--- src/rtl/led_pkg.sv ---
// led_pkg: pin map, panel geometry and scan-state encoding shared by the led_scanner files.
// SETTLE_LEN grows from 1 to 3 cycles when LED_SCANNER_GHOST_SUPPRESS_EN is defined.
package led_pkg;
    localparam int LED_R0    = 0;
    localparam int LED_G0    = 1;
    localparam int LED_B0    = 2;
    localparam int LED_R1    = 3;
    localparam int LED_G1    = 4;
    localparam int LED_B1    = 5;
    localparam int LED_A     = 6;
    localparam int LED_B     = 7;
    localparam int LED_C     = 8;
    localparam int LED_D     = 9;
    localparam int LED_E     = 10;
    localparam int LED_SCLK  = 11;
    localparam int LED_LAT   = 12;
    localparam int LED_OE_N  = 13;
    localparam int PANEL_W   = 64;
    localparam int SCAN_ROWS = 32;
`ifdef LED_SCANNER_GHOST_SUPPRESS_EN
    localparam int SETTLE_LEN = 3;
`else
    localparam int SETTLE_LEN = 1;
`endif
    typedef enum logic [2:0] {
        ST_SHIFT,
        ST_BLANK,
        ST_LATCH,
        ST_ADDR,
        ST_SETTLE,
        ST_DWELL
    } scan_state_e;
endpackage

--- src/rtl/led_pixel_sequencer.sv ---
// led_pixel_sequencer: walks 64 columns x 4 phases for one row pair, presenting x/y to the
// painter, capturing the top then bottom colour and generating SCLK.
module led_pixel_sequencer
    import led_pkg::*;
(
    input  logic       clk,
    input  logic       resetn,
    input  logic       start,
    input  logic [4:0] row,
    input  logic [2:0] rgb,
    output logic [5:0] x,
    output logic [5:0] y,
    output logic [5:0] pix,
    output logic       sclk,
    output logic       done
);
    logic       busy_q, busy_d;
    logic [5:0] col_q, col_d;
    logic [1:0] phase_q, phase_d;
    logic [2:0] top_q, top_d;
    logic [5:0] pix_q, pix_d;

    assign done = busy_q && col_q == 6'(PANEL_W - 1) && phase_q == 2'd3;
    assign sclk = busy_q && phase_q == 2'd3;
    assign x    = col_q;
    assign y    = {phase_q != 2'd0, row};
    assign pix  = pix_q;

    // Top half is presented in phase 0 and the bottom half in phase 1; both land on the pins together.
    always_comb begin
        busy_d  = start || (busy_q && !done);
        phase_d = busy_q ? phase_q + 2'd1 : phase_q;
        col_d   = busy_q && phase_q == 2'd3 ? col_q + 6'd1 : col_q;
        top_d   = busy_q && phase_q == 2'd0 ? rgb : top_q;
        pix_d   = busy_q && phase_q == 2'd1 ? {rgb, top_q} : pix_q;
    end

    always_ff @(posedge clk or negedge resetn) begin
        if (!resetn) begin
            busy_q  <= 1'b1;
            col_q   <= '0;
            phase_q <= '0;
            top_q   <= '0;
            pix_q   <= '0;
        end else begin
            busy_q  <= busy_d;
            col_q   <= col_d;
            phase_q <= phase_d;
            top_q   <= top_d;
            pix_q   <= pix_d;
        end
    end
endmodule

--- src/rtl/led_scanner.sv ---
// led_scanner: HUB75 64x64 1/32 scan engine driving the painter and the panel pins.
// LED_SCANNER_GHOST_SUPPRESS_EN lengthens SETTLE and zeroes the RGB pins while blanked.
module led_scanner
    import led_pkg::*;
#(
    parameter int DWELL_CYCLES = 0
) (
    input  logic        clk,
    input  logic        resetn,
    output logic [12:0] frame,
    output logic [5:0]  x,
    output logic [5:0]  y,
    input  logic [2:0]  rgb,
    output logic [15:0] LED_PANEL
);
    localparam int CW = $clog2(DWELL_CYCLES + SETTLE_LEN + 1);

    scan_state_e   state_q, state_d;
    logic [CW-1:0] cnt_q, cnt_d;
    logic [4:0]    row_q, row_d, addr_q, addr_d;
    logic [12:0]   frame_q, frame_d;
    logic          oe_en_q, oe_en_d;
    logic          start, done, sclk, blank, lat, oe_n;
    logic [5:0]    pix, rgb_pins;

    led_pixel_sequencer u_seq (
        .clk    (clk),
        .resetn (resetn),
        .start  (start),
        .row    (row_q),
        .rgb    (rgb),
        .x      (x),
        .y      (y),
        .pix    (pix),
        .sclk   (sclk),
        .done   (done)
    );

    always_comb begin
        state_d = state_q;
        cnt_d   = cnt_q;
        row_d   = row_q;
        addr_d  = addr_q;
        frame_d = frame_q;
        oe_en_d = oe_en_q;
        start   = 1'b0;
        case (state_q)
            ST_SHIFT: if (done) begin
                state_d = DWELL_CYCLES > 0 ? ST_DWELL : ST_BLANK;
                cnt_d   = '0;
            end
            ST_DWELL: begin
                state_d = cnt_q == CW'(DWELL_CYCLES - 1) ? ST_BLANK : ST_DWELL;
                cnt_d   = cnt_q + 1'b1;
            end
            ST_BLANK: state_d = ST_LATCH;
            ST_LATCH: state_d = ST_ADDR;
            ST_ADDR: begin
                state_d = ST_SETTLE;
                addr_d  = row_q;
                row_d   = row_q + 5'd1;
                frame_d = row_q == 5'(SCAN_ROWS - 1) ? frame_q + 13'd1 : frame_q;
                oe_en_d = 1'b1;
                cnt_d   = '0;
            end
            ST_SETTLE: begin
                start   = cnt_q == CW'(SETTLE_LEN - 1);
                state_d = start ? ST_SHIFT : ST_SETTLE;
                cnt_d   = cnt_q + 1'b1;
            end
            default: state_d = ST_SHIFT;
        endcase
    end

    always_ff @(posedge clk or negedge resetn) begin
        if (!resetn) begin
            state_q <= ST_SHIFT;
            cnt_q   <= '0;
            row_q   <= '0;
            addr_q  <= '0;
            frame_q <= '0;
            oe_en_q <= 1'b0;
        end else begin
            state_q <= state_d;
            cnt_q   <= cnt_d;
            row_q   <= row_d;
            addr_q  <= addr_d;
            frame_q <= frame_d;
            oe_en_q <= oe_en_d;
        end
    end

    // Output stays dark until a real row has been latched and addressed.
    assign blank = state_q inside {ST_BLANK, ST_LATCH, ST_ADDR, ST_SETTLE};
    assign lat   = state_q == ST_LATCH;
    assign oe_n  = blank || !oe_en_q;
    assign frame = frame_q;

`ifdef LED_SCANNER_GHOST_SUPPRESS_EN
    assign rgb_pins = blank ? 6'd0 : pix;
`else
    assign rgb_pins = pix;
`endif

    always_comb begin
        LED_PANEL                    = '0;
        LED_PANEL[LED_B1:LED_R0]     = rgb_pins;
        LED_PANEL[LED_E:LED_A]       = addr_q;
        LED_PANEL[LED_SCLK]          = sclk;
        LED_PANEL[LED_LAT]           = lat;
        LED_PANEL[LED_OE_N]          = oe_n;
    end
endmodule
--- config.mk ---
export PLATFORM = sky130hd
export DESIGN_NAME = led_scanner
export DESIGN_NICKNAME = d
export VERILOG_FILES = /design/src/rtl/led_pkg.sv /design/src/rtl/led_pixel_sequencer.sv /design/src/rtl/led_scanner.sv
export SDC_FILE = /design/constraint.sdc
export NUM_CORES = 1
export LEC_CHECK = 0
export ABC_AREA = 0
export BUFFER_PORTS_ARGS = -buffer_cell sky130_fd_sc_hd__buf_4
export CORE_MARGIN = 10
export CORE_UTILIZATION = 35
export CTS_CLUSTER_DIAMETER = 60
export CTS_CLUSTER_SIZE = 28
export DETAILED_ROUTE_END_ITERATION = 8
export PLACE_DENSITY = 0.63
export SLEW_MARGIN = 20
export SYNTH_ARGS = -nofsm -noshare
export SYNTH_HDL_FRONTEND = slang
export SYNTH_SLANG_ARGS = --single-unit
--- constraint.sdc ---
create_clock -name clk -period 5.37 [get_ports clk]
set_clock_uncertainty 0.2 [all_clocks]
set_input_delay 0.8055 -clock clk [delete_from_list [all_inputs] [get_ports clk]]
set_output_delay 0.8055 -clock clk [all_outputs]
set_load 0.02 [all_outputs]
* After elaboration in Yosys (flattened, before gate mapping)
Cells that the tools add are included.
** Storage, ports and cells
- Logic and storage cells :: 52
- Bits of input ports :: 5
- Bits in registers :: 46
** Cells by class
- Muxes and demuxes :: 7
- Eq/ne operators :: 10
- Add/subtract/negate cells :: 5
- Reduce and logical (&&, ||, !) cells :: 18
- Bitwise gates (word level) :: 1
** Operators with widths (count)
- one-hot mux 3 bit (6 select lines) :: 1
- adder 13 x 1 -> 13 bit, second input constant :: 1
- two-way mux 3 bit :: 3
- adder 6 x 1 -> 6 bit, second input constant :: 1
- equality test 3 x 2 -> 1 bit, second input constant :: 2
- equality test 3 bit, second input constant :: 2
- equality test 6 bit, second input constant :: 1
- logical AND 1 bit :: 6
- adder 5 x 1 -> 5 bit, second input constant :: 1
- equality test 5 bit, second input constant :: 1
- AND reduction 2 bit :: 2
- nonzero test 4 bit :: 1
- equality test 3 x 1 -> 1 bit, second input constant :: 1
- logical NOT 3 bit :: 1
- one-hot mux 1 bit (3 select lines) :: 1
- nonzero test 3 bit :: 1
- adder 2 x 1 -> 2 bit, second input constant :: 1
- equality test 2 x 1 -> 1 bit, second input constant :: 1
- equality test 2 bit, second input constant :: 1
- logical NOT 1 bit :: 2
- logical NOT 2 bit :: 1
- logical OR 1 bit :: 2
- two-way mux 1 bit :: 2
- != test 2 x 1 -> 1 bit, second input constant :: 1
- other kinds (4) :: 4

* Depth between registers and ports, before layout
Gate-level depths: netlist of the first run.
- Depth in word-level cells :: 6
- Depth in mapped cells :: 6
- Gate-level depth less buffers :: 6

* Cells and area by module
A second synthesis of the first run with hierarchy kept.
** Unflattened totals
- Cell total of the unflattened synthesis :: 175
- Area total of the unflattened synthesis :: 2168.3 um^2
** By module, submodules not included
- led_scanner :: cells an instance 112, instances 1, area each 1370.1 um^2, seq. area each 700.7 um^2
- led_pixel_sequencer :: cells an instance 63, instances 1, area each 798.3 um^2, seq. area each 451.7 um^2

* Worst setup path after synthesis of the first run
No wires, ideal clock.
- Kind :: flip-flop to output port
- Start point :: reg u_seq.busy_q
- End point :: out LED_PANEL[11]
- Cell stages (with the launch flop) :: 5
- Data required time :: 4.365 ns
- Slack :: 3.311 ns
- Data arrival time :: 1.053 ns
- Path through :: dfstp_2 -> buf_2 -> and2_1 -> buf_2 -> buf_4
** On the way
- Cells in the longest elaborated chain, start to end :: 1
** RTL lines
- start, declared :: line led_pixel_sequencer.sv:17 : logic busy_q, busy_d;
- start signal, assigned :: line led_pixel_sequencer.sv:46 : busy_q <= busy_d;
- logical AND 1 bit :: line led_pixel_sequencer.sv:24 : assign sclk = busy_q && phase_q == 2'd3;
- end, declared :: line led_scanner.sv:14 : output logic [15:0] LED_PANEL
No other way between the ends.

* Final worst setup path of the first run
- Start point :: reg state_q[0]
- End point :: out LED_PANEL[13]
** On the way
- Cells in the longest elaborated chain, start to end :: 3
- Elaborated cells between the ends (all ways) :: 6
** RTL lines
- start, declared :: line led_scanner.sv:18 : scan_state_e state_q, state_d;
- start signal, assigned :: line led_scanner.sv:84 : state_q <= state_d;
- equality test 3 x 1 -> 1 bit (tied with other cells) :: line led_scanner.sv:94 : assign blank = state_q inside {ST_BLANK, ST_LATCH, ST_ADDR, ST_SETTLE};
- nonzero test 4 bit * :: line led_scanner.sv:94
- logical OR 1 bit * :: line led_scanner.sv:96 : assign oe_n = blank || !oe_en_q;
Every way passes the cells marked *; elsewhere a longest branch is shown, timed or not.

==> impl_metrics.env, run 1 <==
export IMPL_fp_dieArea_um2=9690
export IMPL_io_pins=46
export IMPL_finalNetCount=235
export IMPL_synth_warnings=0
export IMPL_via_per_inst=4.66
export IMPL_drt_initial_drc_count=36
export IMPL_clk_pin_slew_ns=0.08
export IMPL_p_switching_mw=0.127
export IMPL_vias=1392
export IMPL_hold_viol_final=0
export IMPL_peakVddDrop_v=0.000129
export IMPL_internal_power_mw=0.490
export IMPL_first_pass_iters=3
export IMPL_numCtsBuffers=5
export IMPL_dp_hpwl_um=2990
export IMPL_synth_top_area_share_pct=52.3
export IMPL_overflow=0
export IMPL_htreeDepth=2
export IMPL_cts_buffer_depth=2
export IMPL_initial_utilization_pct=36.2
export IMPL_cap_viol_max_count=0
export IMPL_critPathMaxFanout=10
export IMPL_synth_common_cells="dfrtp_1, nand2_1, xnor2_1"
export IMPL_layoutNonFillerInstCount=299
export IMPL_synth_seq_cells=46
export IMPL_grt_pass1_wl_um=7120
export IMPL_status="completed"
export IMPL_synth_most_common_cell="dfrtp_1"
export IMPL_dieWidth_um=98.5
export IMPL_synth_cells=184
export IMPL_slowest_delay_ns=0.54
export IMPL_setup_viol=0
export IMPL_cp_start_kind="flip-flop"
export IMPL_hold_path_class="reg2reg"
export IMPL_dp_cells=291
export IMPL_min_period_over_period_pct=45.0
export IMPL_grt_start_max_net_pins=47
export IMPL_die_h_um=98.5
export IMPL_crit_buf_inv=1
export IMPL_rsz0062_at_grt="no"
export IMPL_synth_area_leaders="dfrtp_1, xnor2_1, mux2_2"
export IMPL_leakage_nw=1.41
export IMPL_slew_viol_final=0
export IMPL_p_comb_share_pct=2.5
export IMPL_drive_gt1_share_pct=31.7
export IMPL_final_antenna_net_count=0
export IMPL_core_um2=5960
export IMPL_synth_edff_count=0
export IMPL_setup_tns_ns=0
export IMPL_setup_ws_ns=2.95
export IMPL_tightest_slew_ns=0.581
export IMPL_ys_types=33
export IMPL_p_per_area_nw_per_um2=238
export IMPL_arrival_ns=1.41
export IMPL_totalWireLength_um=4150
export IMPL_clock_tree_root_cell="clkbuf_8"
export IMPL_synth_main_ff_cell="dfrtp_1"
export IMPL_postSynth_asyncResetShare_pct=100
export IMPL_grt_usage_pct=8.77
export IMPL_cts_tree="built"
export IMPL_clock_latency_ns=0.29
export IMPL_clock_fmax_mhz=414
export IMPL_critPathCaptureType="output pin"
export IMPL_cts_setup_buffers=0
export IMPL_synth_top_area_cell="dfrtp_1"
export IMPL_switching_share_pct=20.6
export IMPL_gp_congestion=0.737
export IMPL_path_delay_family="flip-flops"
export IMPL_cp_cell_sequence="o21a_1 -> o21ai_0 -> buf_4"
export IMPL_relSlewSlack_pct=61.2
export IMPL_syn_to_final_growth_pct=20.4
export IMPL_post_place_ws_ns=3.29
export IMPL_netlist_area_um2=2150
export IMPL_ctsResizeCount=0
export IMPL_cts_hold_buffers=0
export IMPL_worstSetupPathType="reg2out"
export IMPL_antenna_found_initial=0
export IMPL_cts_sinks=46
export IMPL_n_antenna_cell=0
export IMPL_cp_required_ns=4.36
export IMPL_p_clk_share_pct=40.9
export IMPL_grt_pass1_vias=1498
export IMPL_period_needed_ns=2.42
export IMPL_pwr_share_seq_pct=56.6
export IMPL_r2r_slack_ns=3.35
export IMPL_port_buffers=43
export IMPL_remaining_drc_errors=0
export IMPL_ys_seq_area_share_pct=53.5
export IMPL_wl_per_cell_um=13.9
export IMPL_synth_area_per_cell_um2=11.7
export IMPL_fp_row_count=28
export IMPL_critPathSlowestCell="dfrtp_1"
## layer usage
metal	track usage, %	up-vias	routed length [um]
li1	-	685	-
met1	10.1	667	1910
met2	14.0	32	1870
met3	3.77	8	306
met4	3.64	0	63
met5	0	-	0
## through the flow
step                hold WS [ns]  instance area (um^2)  power [mW]  utilization [%]
global placement           0.249                  2480       0.373             41.7
finish                     0.269                  2590       0.617             43.6
floorplan                  0.227                  2160       0.362                -
CTS                        0.270                  2590       0.631             43.6
detailed placement         0.246                  2480       0.373             41.7
global route               0.300                  2590       0.645             43.6
## cells by family (layout without fill, tap and decap cells)
| kind of cell | Yosys count | count (layout) | share of synthesized area, % |
|---|---|---|---|
| simple gates | 69 | 69 | 19.2 |
| flops | 46 | 46 | 53.5 |
| xor+xnor | 23 | 23 | 9.35 |
| buf+inv | 18 | 57 | 5.23 |
| mux | 11 | 11 | 5.75 |
| compound gates | 9 | 9 | 2.73 |
| fa+ha+maj | 7 | 7 | 4.06 |
| other cells | 1 | 2 | 0.174 |
## power groups by stage
stage | sequential (mW) | combinational, mW | clock (mW)
after floorplan | 0.358 | 0.00433 | 0
after global placement | 0.356 | 0.0165 | 0
after detailed placement | 0.356 | 0.0165 | 0
after CTS | 0.349 | 0.0165 | 0.265
after global routing | 0.350 | 0.0179 | 0.277
final | 0.349 | 0.0155 | 0.252
## cell type report
type | instances | area, um^2
sequential | 46 | 1150
clock inverter | 3 | 40.0
tap | 75 | 93.8
multi-input combinational | 121 | 893
inverter | 6 | 22.5
timing repair buffer | 43 | 323
fill | 608 | 3360
clock buffer | 5 | 68.8
## placed cells by master, fill, tap and decap left out, types with 2 or more instances in the layout
master	synthesis	final
clkbuf_8	0	5
clkinv_2	0	2
o21ai_0	4	4
and2_1	2	2
nor4_2	4	4
xnor2_1	14	14
inv_1	6	6
mux2_2	10	10
nand2_1	30	30
nand4_1	6	6
and3_1	3	3
nor2_1	5	5
dfrtp_1	45	45
nand3_1	5	5
buf_4	7	43
nand2b_1	3	3
xor2_1	9	9
conb_1	1	2
ha_1	7	7
nor3_1	5	5
## path summary, 6_finish.rpt
kind	start	cells past startpoint	end
min in group asynchronous	resetn	1	u_seq.pix[2]$_DFFE_PN0P_
max in group asynchronous	resetn	1	u_seq.x[2]$_DFFE_PN0P_
hold / removal	oe_en_q$_DFFE_PN0N_	1	oe_en_q$_DFFE_PN0N_
setup / recovery	state_q[0]$_DFFE_PN0P_	3	LED_PANEL[13]
setup reg to reg	row_q[0]$_DFFE_PN0N_	6	frame[11]$_DFFE_PN0P_
hold reg to reg	oe_en_q$_DFFE_PN0N_	1	oe_en_q$_DFFE_PN0N_
## flip-flops by register name, indices dropped and copies added, names as in the netlist
name and cells:
addr_q 5, u_seq.top_q 3, u_seq.busy_q 1, frame 13, u_seq.pix 6, u_seq.x 6
oe_en_q 1, cnt_q 1, row_q 5, u_seq.phase_q 2, state_q 3
Note: power is estimated with default switching activity, not from simulation.
==> run 2: changes to the inputs <==
Settings changed: PLACE_DENSITY 0.63 to 0.65.
Clock period 5.37 ns to 2.04 ns, I/O delays scaled along.
==> impl_metrics.env, run 2 (synthesized netlist as in run 1, its figures left out) <==
export IMPL_min_path_cells=2
export IMPL_drt_initial_drc_count=28
export IMPL_switching_share_pct=21.3
export IMPL_dp_hpwl_um=2960
export IMPL_syn_to_final_growth_pct=21.8
export IMPL_timing_rr_start="row_q[0]$_DFFE_PN0N_"
export IMPL_dieWidth_um=98.5
export IMPL_rr_worst_depth=6
export IMPL_clk_pin_slew_ns=0.08
export IMPL_status="completed"
export IMPL_clock_tree_root_cell="clkbuf_8"
export IMPL_grt_pass1_wl_um=7110
export IMPL_n_antenna_cell=0
export IMPL_crit_path_start="u_seq.busy_q$_DFF_PN1_"
export IMPL_arrival_ns=1.40
export IMPL_layoutNonFillerInstCount=304
export IMPL_cp_start_kind="flip-flop"
export IMPL_finalNetCount=240
export IMPL_gp_congestion=0.745
export IMPL_cap_viol_max_count=0
export IMPL_fp_row_count=28
export IMPL_totalWireLength_um=4060
export IMPL_setup_viol=0
export IMPL_leakage_nw=1.42
export IMPL_largest_register_ffs=13
export IMPL_final_antenna_net_count=0
export IMPL_hold_path_class="in2reg"
export IMPL_pwr_share_seq_pct=60.1
export IMPL_grt_pass1_vias=1424
export IMPL_post_place_ws_ns=0.163
export IMPL_fin_area_um2=2630
export IMPL_tightest_slew_ns=0.571
export IMPL_relSlewSlack_pct=61.9
export IMPL_critPathCaptureType="output pin"
export IMPL_cts_tree="built"
export IMPL_initial_utilization_pct=36.2
export IMPL_numCtsBuffers=5
export IMPL_internal_power_mw=1.21
export IMPL_worstSetupPathType="reg2out"
export IMPL_grt_start_max_net_pins=47
export IMPL_critPathSlowestCell="dfstp_2"
export IMPL_layout_commonest_cell="buf_4"
export IMPL_slowest_delay_ns=0.61
export IMPL_reg2reg_to="frame[12]$_DFFE_PN0P_"
export IMPL_slew_viol_final=0
export IMPL_p_total_mw=1.53
export IMPL_rsz0062_at_grt="no"
export IMPL_die_h_um=98.5
export IMPL_period_needed_ns=1.91
export IMPL_cp_cell_sequence="and2_1 -> buf_4"
export IMPL_first_pass_iters=4
export IMPL_critPathMaxFanout=8
export IMPL_remaining_drc_errors=0
export IMPL_dpl_cell_area_um2=2510
export IMPL_p_switching_mw=0.326
export IMPL_layout_common_cells="buf_4, dfrtp_1, nand2_1"
export IMPL_clock_latency_ns=0.29
export IMPL_cts_sinks=46
export IMPL_port_buffers=43
export IMPL_antenna_found_initial=0
export IMPL_p_clk_share_pct=37.2
export IMPL_core_um2=5960
export IMPL_cp_required_ns=1.53
export IMPL_via_per_inst=4.58
export IMPL_grt_usage_pct=8.82
export IMPL_peakVddDrop_v=0.000292
export IMPL_setup_tns_ns=0
export IMPL_fp_dieArea_um2=9690
export IMPL_hold_viol_final=0
export IMPL_clock_fmax_mhz=523
export IMPL_p_per_area_nw_per_um2=583
export IMPL_wl_per_cell_um=13.4
export IMPL_p_comb_share_pct=2.8
export IMPL_vias=1393
export IMPL_cts_buffer_depth=2
export IMPL_overflow=0
export IMPL_cp_endpoint="LED_PANEL[11]"
export IMPL_htreeDepth=2
export IMPL_drive_gt1_share_pct=33.6
export IMPL_dp_cells=294
export IMPL_setup_ws_ns=0.130
export IMPL_r2r_slack_ns=0.18
export IMPL_io_pins=46
export IMPL_min_period_over_period_pct=93.6
-- run 2: layer usage --
metal  part of all wire [%]  wire, um  vias to the layer above  global-route usage (%)
li1                       -         -                      698                       -
met1                     45      1820                      658                    10.9
met3                    8.0       324                        5                    4.19
met2                     46      1870                       32                    13.2
met5                      0         0                        -                       0
met4                    1.1        46                        0                    2.98
-- run 2: worst min path at each step --
stage,startpoint,endpoint,slack (ns)
after global placement,resetn,u_seq.pix[1]$_DFFE_PN0P_,0.15
after floorplan,resetn,addr_q[0]$_DFFE_PN0N_,-0.19
final,rgb[1],u_seq.top_q[1]$_DFFE_PN0P_,0.06
after detailed placement,resetn,u_seq.pix[1]$_DFFE_PN0P_,0.16
after global routing,rgb[1],u_seq.pix[4]$_DFFE_PN0P_,0.04
after CTS,rgb[1],u_seq.top_q[1]$_DFFE_PN0P_,0.05
-- run 2: cell type report --
| class | instances | area (um^2) |
|---|---|---|
| inverter | 6 | 22.5 |
| clock inverter | 1 | 5.00 |
| tap | 75 | 93.8 |
| fill | 605 | 3330 |
| clock buffer | 7 | 86.3 |
| sequential | 46 | 1150 |
| multi-input combinational | 121 | 901 |
| timing repair buffer | 48 | 363 |
-- run 2: power by group through the flow --
stage                     clock, mW  sequential [mW]  combinational, mW
after floorplan                   0            0.942             0.0114
after global placement            0            0.938             0.0431
after detailed placement          0            0.938             0.0435
after CTS                     0.598            0.920             0.0451
after global routing          0.638            0.921             0.0493
final                         0.569            0.920             0.0425
-- run 2: metrics by stage --
stage	hold slack, ns	utilization [%]
after floorplan	-0.190	-
after global placement	0.153	42.1
after detailed placement	0.156	42.1
after CTS	0.0483	43.8
after global routing	0.0445	44.1
final	0.0602	44.1
-- run 2: timing repair --
item / in CTS / in global routing
buffers inserted: 0 / 1
gates resized for setup: 0 / 3
endpoints found under the setup margin: 0 / 6
hold buffers: 1 / 0
endpoints found under the hold margin: 45 / 0
-- run 2: worst max-delay path, delay by kind of cell, from the launching register on --
kind	cells	cell delay (ns)
simple gates	1	0.30
buf+inv	1	0.20
flops	1	0.61
==> run 3: changes to the inputs <==
Settings changed: ABC_AREA 0 to 1, CORE_MARGIN 10 to 3.
==> impl_metrics.env, run 3 <==
export IMPL_grt_pass1_wl_um=7160
export IMPL_hold_viol_final=0
export IMPL_critPathCaptureType="output pin"
export IMPL_remaining_drc_errors=0
export IMPL_slowest_delay_ns=0.43
export IMPL_reg2reg_to="frame[10]$_DFFE_PN0P_"
export IMPL_hold_path_class="in2reg"
export IMPL_final_antenna_net_count=0
export IMPL_clk_pin_slew_ns=0.08
export IMPL_critPathSlowestCell="dfrtp_1"
export IMPL_holdWs_ns=0.0951
export IMPL_arrival_ns=1.34
export IMPL_rr_worst_depth=9
export IMPL_clock_fmax_mhz=541
export IMPL_setup_viol=0
export IMPL_syn_to_final_growth_pct=22.4
export IMPL_post_place_ws_ns=0.161
export IMPL_r2r_slack_ns=0.24
export IMPL_leakage_nw=1.41
export IMPL_synth_area_per_cell_um2=8.90
export IMPL_path_delay_family="flip-flops"
export IMPL_synth_common_cells="nand2_1, dfrtp_1, inv_1"
export IMPL_drive_gt1_share_pct=22.9
export IMPL_status="completed"
export IMPL_fin_area_um2=2670
export IMPL_synth_edff_count=0
export IMPL_antenna_found_initial=0
export IMPL_dpl_cell_area_um2=2550
export IMPL_critPathMaxFanout=5
export IMPL_relSlewSlack_pct=61.4
export IMPL_timing_rr_start="row_q[0]$_DFFE_PN0N_"
export IMPL_fp_dieArea_um2=7210
export IMPL_synth_cells=245
export IMPL_min_period_over_period_pct=90.6
export IMPL_netlist_area_um2=2180
export IMPL_port_buffers=43
export IMPL_vias=1649
export IMPL_largest_register_ffs=13
export IMPL_synth_main_ff_cell="dfrtp_1"
export IMPL_rsz0062_at_grt="no"
export IMPL_p_per_area_nw_per_um2=559
export IMPL_fp_row_count=28
export IMPL_synth_area_leaders="dfrtp_1, nand2_1, inv_1"
export IMPL_synth_top_area_cell="dfrtp_1"
export IMPL_cp_start_kind="flip-flop"
export IMPL_core_um2=5990
export IMPL_dp_hpwl_um=2990
export IMPL_cts_buffer_depth=2
export IMPL_finalNetCount=304
export IMPL_peakVddDrop_v=0.000316
export IMPL_grt_pass1_vias=1567
export IMPL_finish_utilization_pct=44.5
export IMPL_via_per_inst=4.48
export IMPL_cp_depth=4
export IMPL_synth_top_area_share_pct=51.6
export IMPL_crit_buf_inv=2
export IMPL_setup_tns_ns=0
export IMPL_cp_required_ns=1.53
export IMPL_first_pass_iters=4
export IMPL_n_antenna_cell=0
export IMPL_htreeDepth=2
export IMPL_cts_sinks=46
export IMPL_slew_viol_final=0
export IMPL_io_pins=46
export IMPL_cp_cell_sequence="ha_1 -> nand2_1 -> inv_1 -> buf_4"
export IMPL_clock_latency_ns=0.29
export IMPL_die_h_um=84.9
export IMPL_tightest_slew_ns=0.579
export IMPL_layoutNonFillerInstCount=368
export IMPL_period_needed_ns=1.85
export IMPL_numCtsBuffers=5
export IMPL_ys_seq_area_share_pct=52.8
export IMPL_totalWireLength_um=4060
export IMPL_layout_common_cells="nand2_1, buf_4, dfrtp_1"
export IMPL_overflow=0
export IMPL_drt_initial_drc_count=32
export IMPL_synth_warnings=0
export IMPL_worstSetupPathType="reg2out"
export IMPL_grt_start_max_net_pins=47
export IMPL_p_total_mw=1.49
export IMPL_synth_seq_cells=46
export IMPL_postSynth_asyncResetShare_pct=100
export IMPL_cp_endpoint="LED_PANEL[11]"
export IMPL_ys_types=26
export IMPL_setup_ws_ns=0.191
export IMPL_gp_congestion=0.777
export IMPL_cap_viol_max_count=0
export IMPL_crit_path_start="u_seq.phase_q[0]$_DFFE_PN0P_"
export IMPL_dieWidth_um=84.9
export IMPL_cts_tree="built"
export IMPL_dp_cells=357
export IMPL_initial_utilization_pct=36.4
export IMPL_grt_usage_pct=12.2
export IMPL_layout_commonest_cell="nand2_1"
export IMPL_clock_tree_root_cell="clkbuf_8"
export IMPL_wl_per_cell_um=11.0
export IMPL_synth_most_common_cell="nand2_1"
-- run 3: worst reg2reg max path: stages, from the launching register on --
cell and delay [ns]:
dfrtp_2 0.41, ha_1 0.18, nand2_1 0.05, nor2_1 0.09, ha_1 0.19, inv_1 0.08
nor2_4 0.16, nand2_2 0.11, o21ai_0 0.16, nand2_1 0.06
-- run 3: per-layer routing --
layer / global-route usage (%) / part of all wire (%) / vias up
li1: - / - / 861
met1: 16.0 / 48 / 751
met2: 19.7 / 47 / 31
met3: 3.11 / 4.4 / 6
met4: 4.17 / 1.3 / 0
met5: 0 / 0 / -
-- run 3: layout make-up --
cell class / instances / area [um^2]
tap: 75 / 93.8
sequential: 46 / 1150
timing repair buffer: 47 / 355
inverter: 35 / 131
fill: 591 / 3320
clock buffer: 5 / 68.8
clock inverter: 3 / 21.3
multi-input combinational: 157 / 845
-- run 3: how the worst min path moves through the flow --
stage,startpoint,end,cells after the start
CTS,rgb[0],u_seq.pix[3]$_DFFE_PN0P_,3
global route,rgb[2],u_seq.pix[5]$_DFFE_PN0P_,3
global placement,resetn,u_seq.x[0]$_DFFE_PN0P_,1
floorplan,resetn,addr_q[0]$_DFFE_PN0N_,0
finish,rgb[0],u_seq.pix[3]$_DFFE_PN0P_,3
detailed placement,resetn,u_seq.x[0]$_DFFE_PN0P_,1
-- run 3: power by group --
group | switching (mW) | leakage [nW] | internal, mW
Sequential | 0 | 0.606 | 0.911
Combinational | 0.0224 | 0.763 | 0.00651
Clock | 0.310 | 0.0441 | 0.241
Total | 0.332 | 1.41 | 1.16
-- run 3: timing repair --
item	in CTS	in global routing
endpoints found under the setup margin	0	6
buffers inserted	0	2
hold buffers	1	0
hold endpoints to repair	45	0
gates resized for setup	0	2
-- run 3: cells by family (layout without fill, tap and decap cells) --
family	after synthesis	count (layout)	share of synthesized area (%)
and+or+nand+nor	109	109	22.1
DFF	46	46	52.8
buffers and inverters	43	90	8.72
AOI/OAI and AO/OA	23	23	5.39
xor gates and xnor gates	13	13	5.22
adders and majority gates	7	7	4.02
muxes	3	3	1.55
other	1	2	0.172
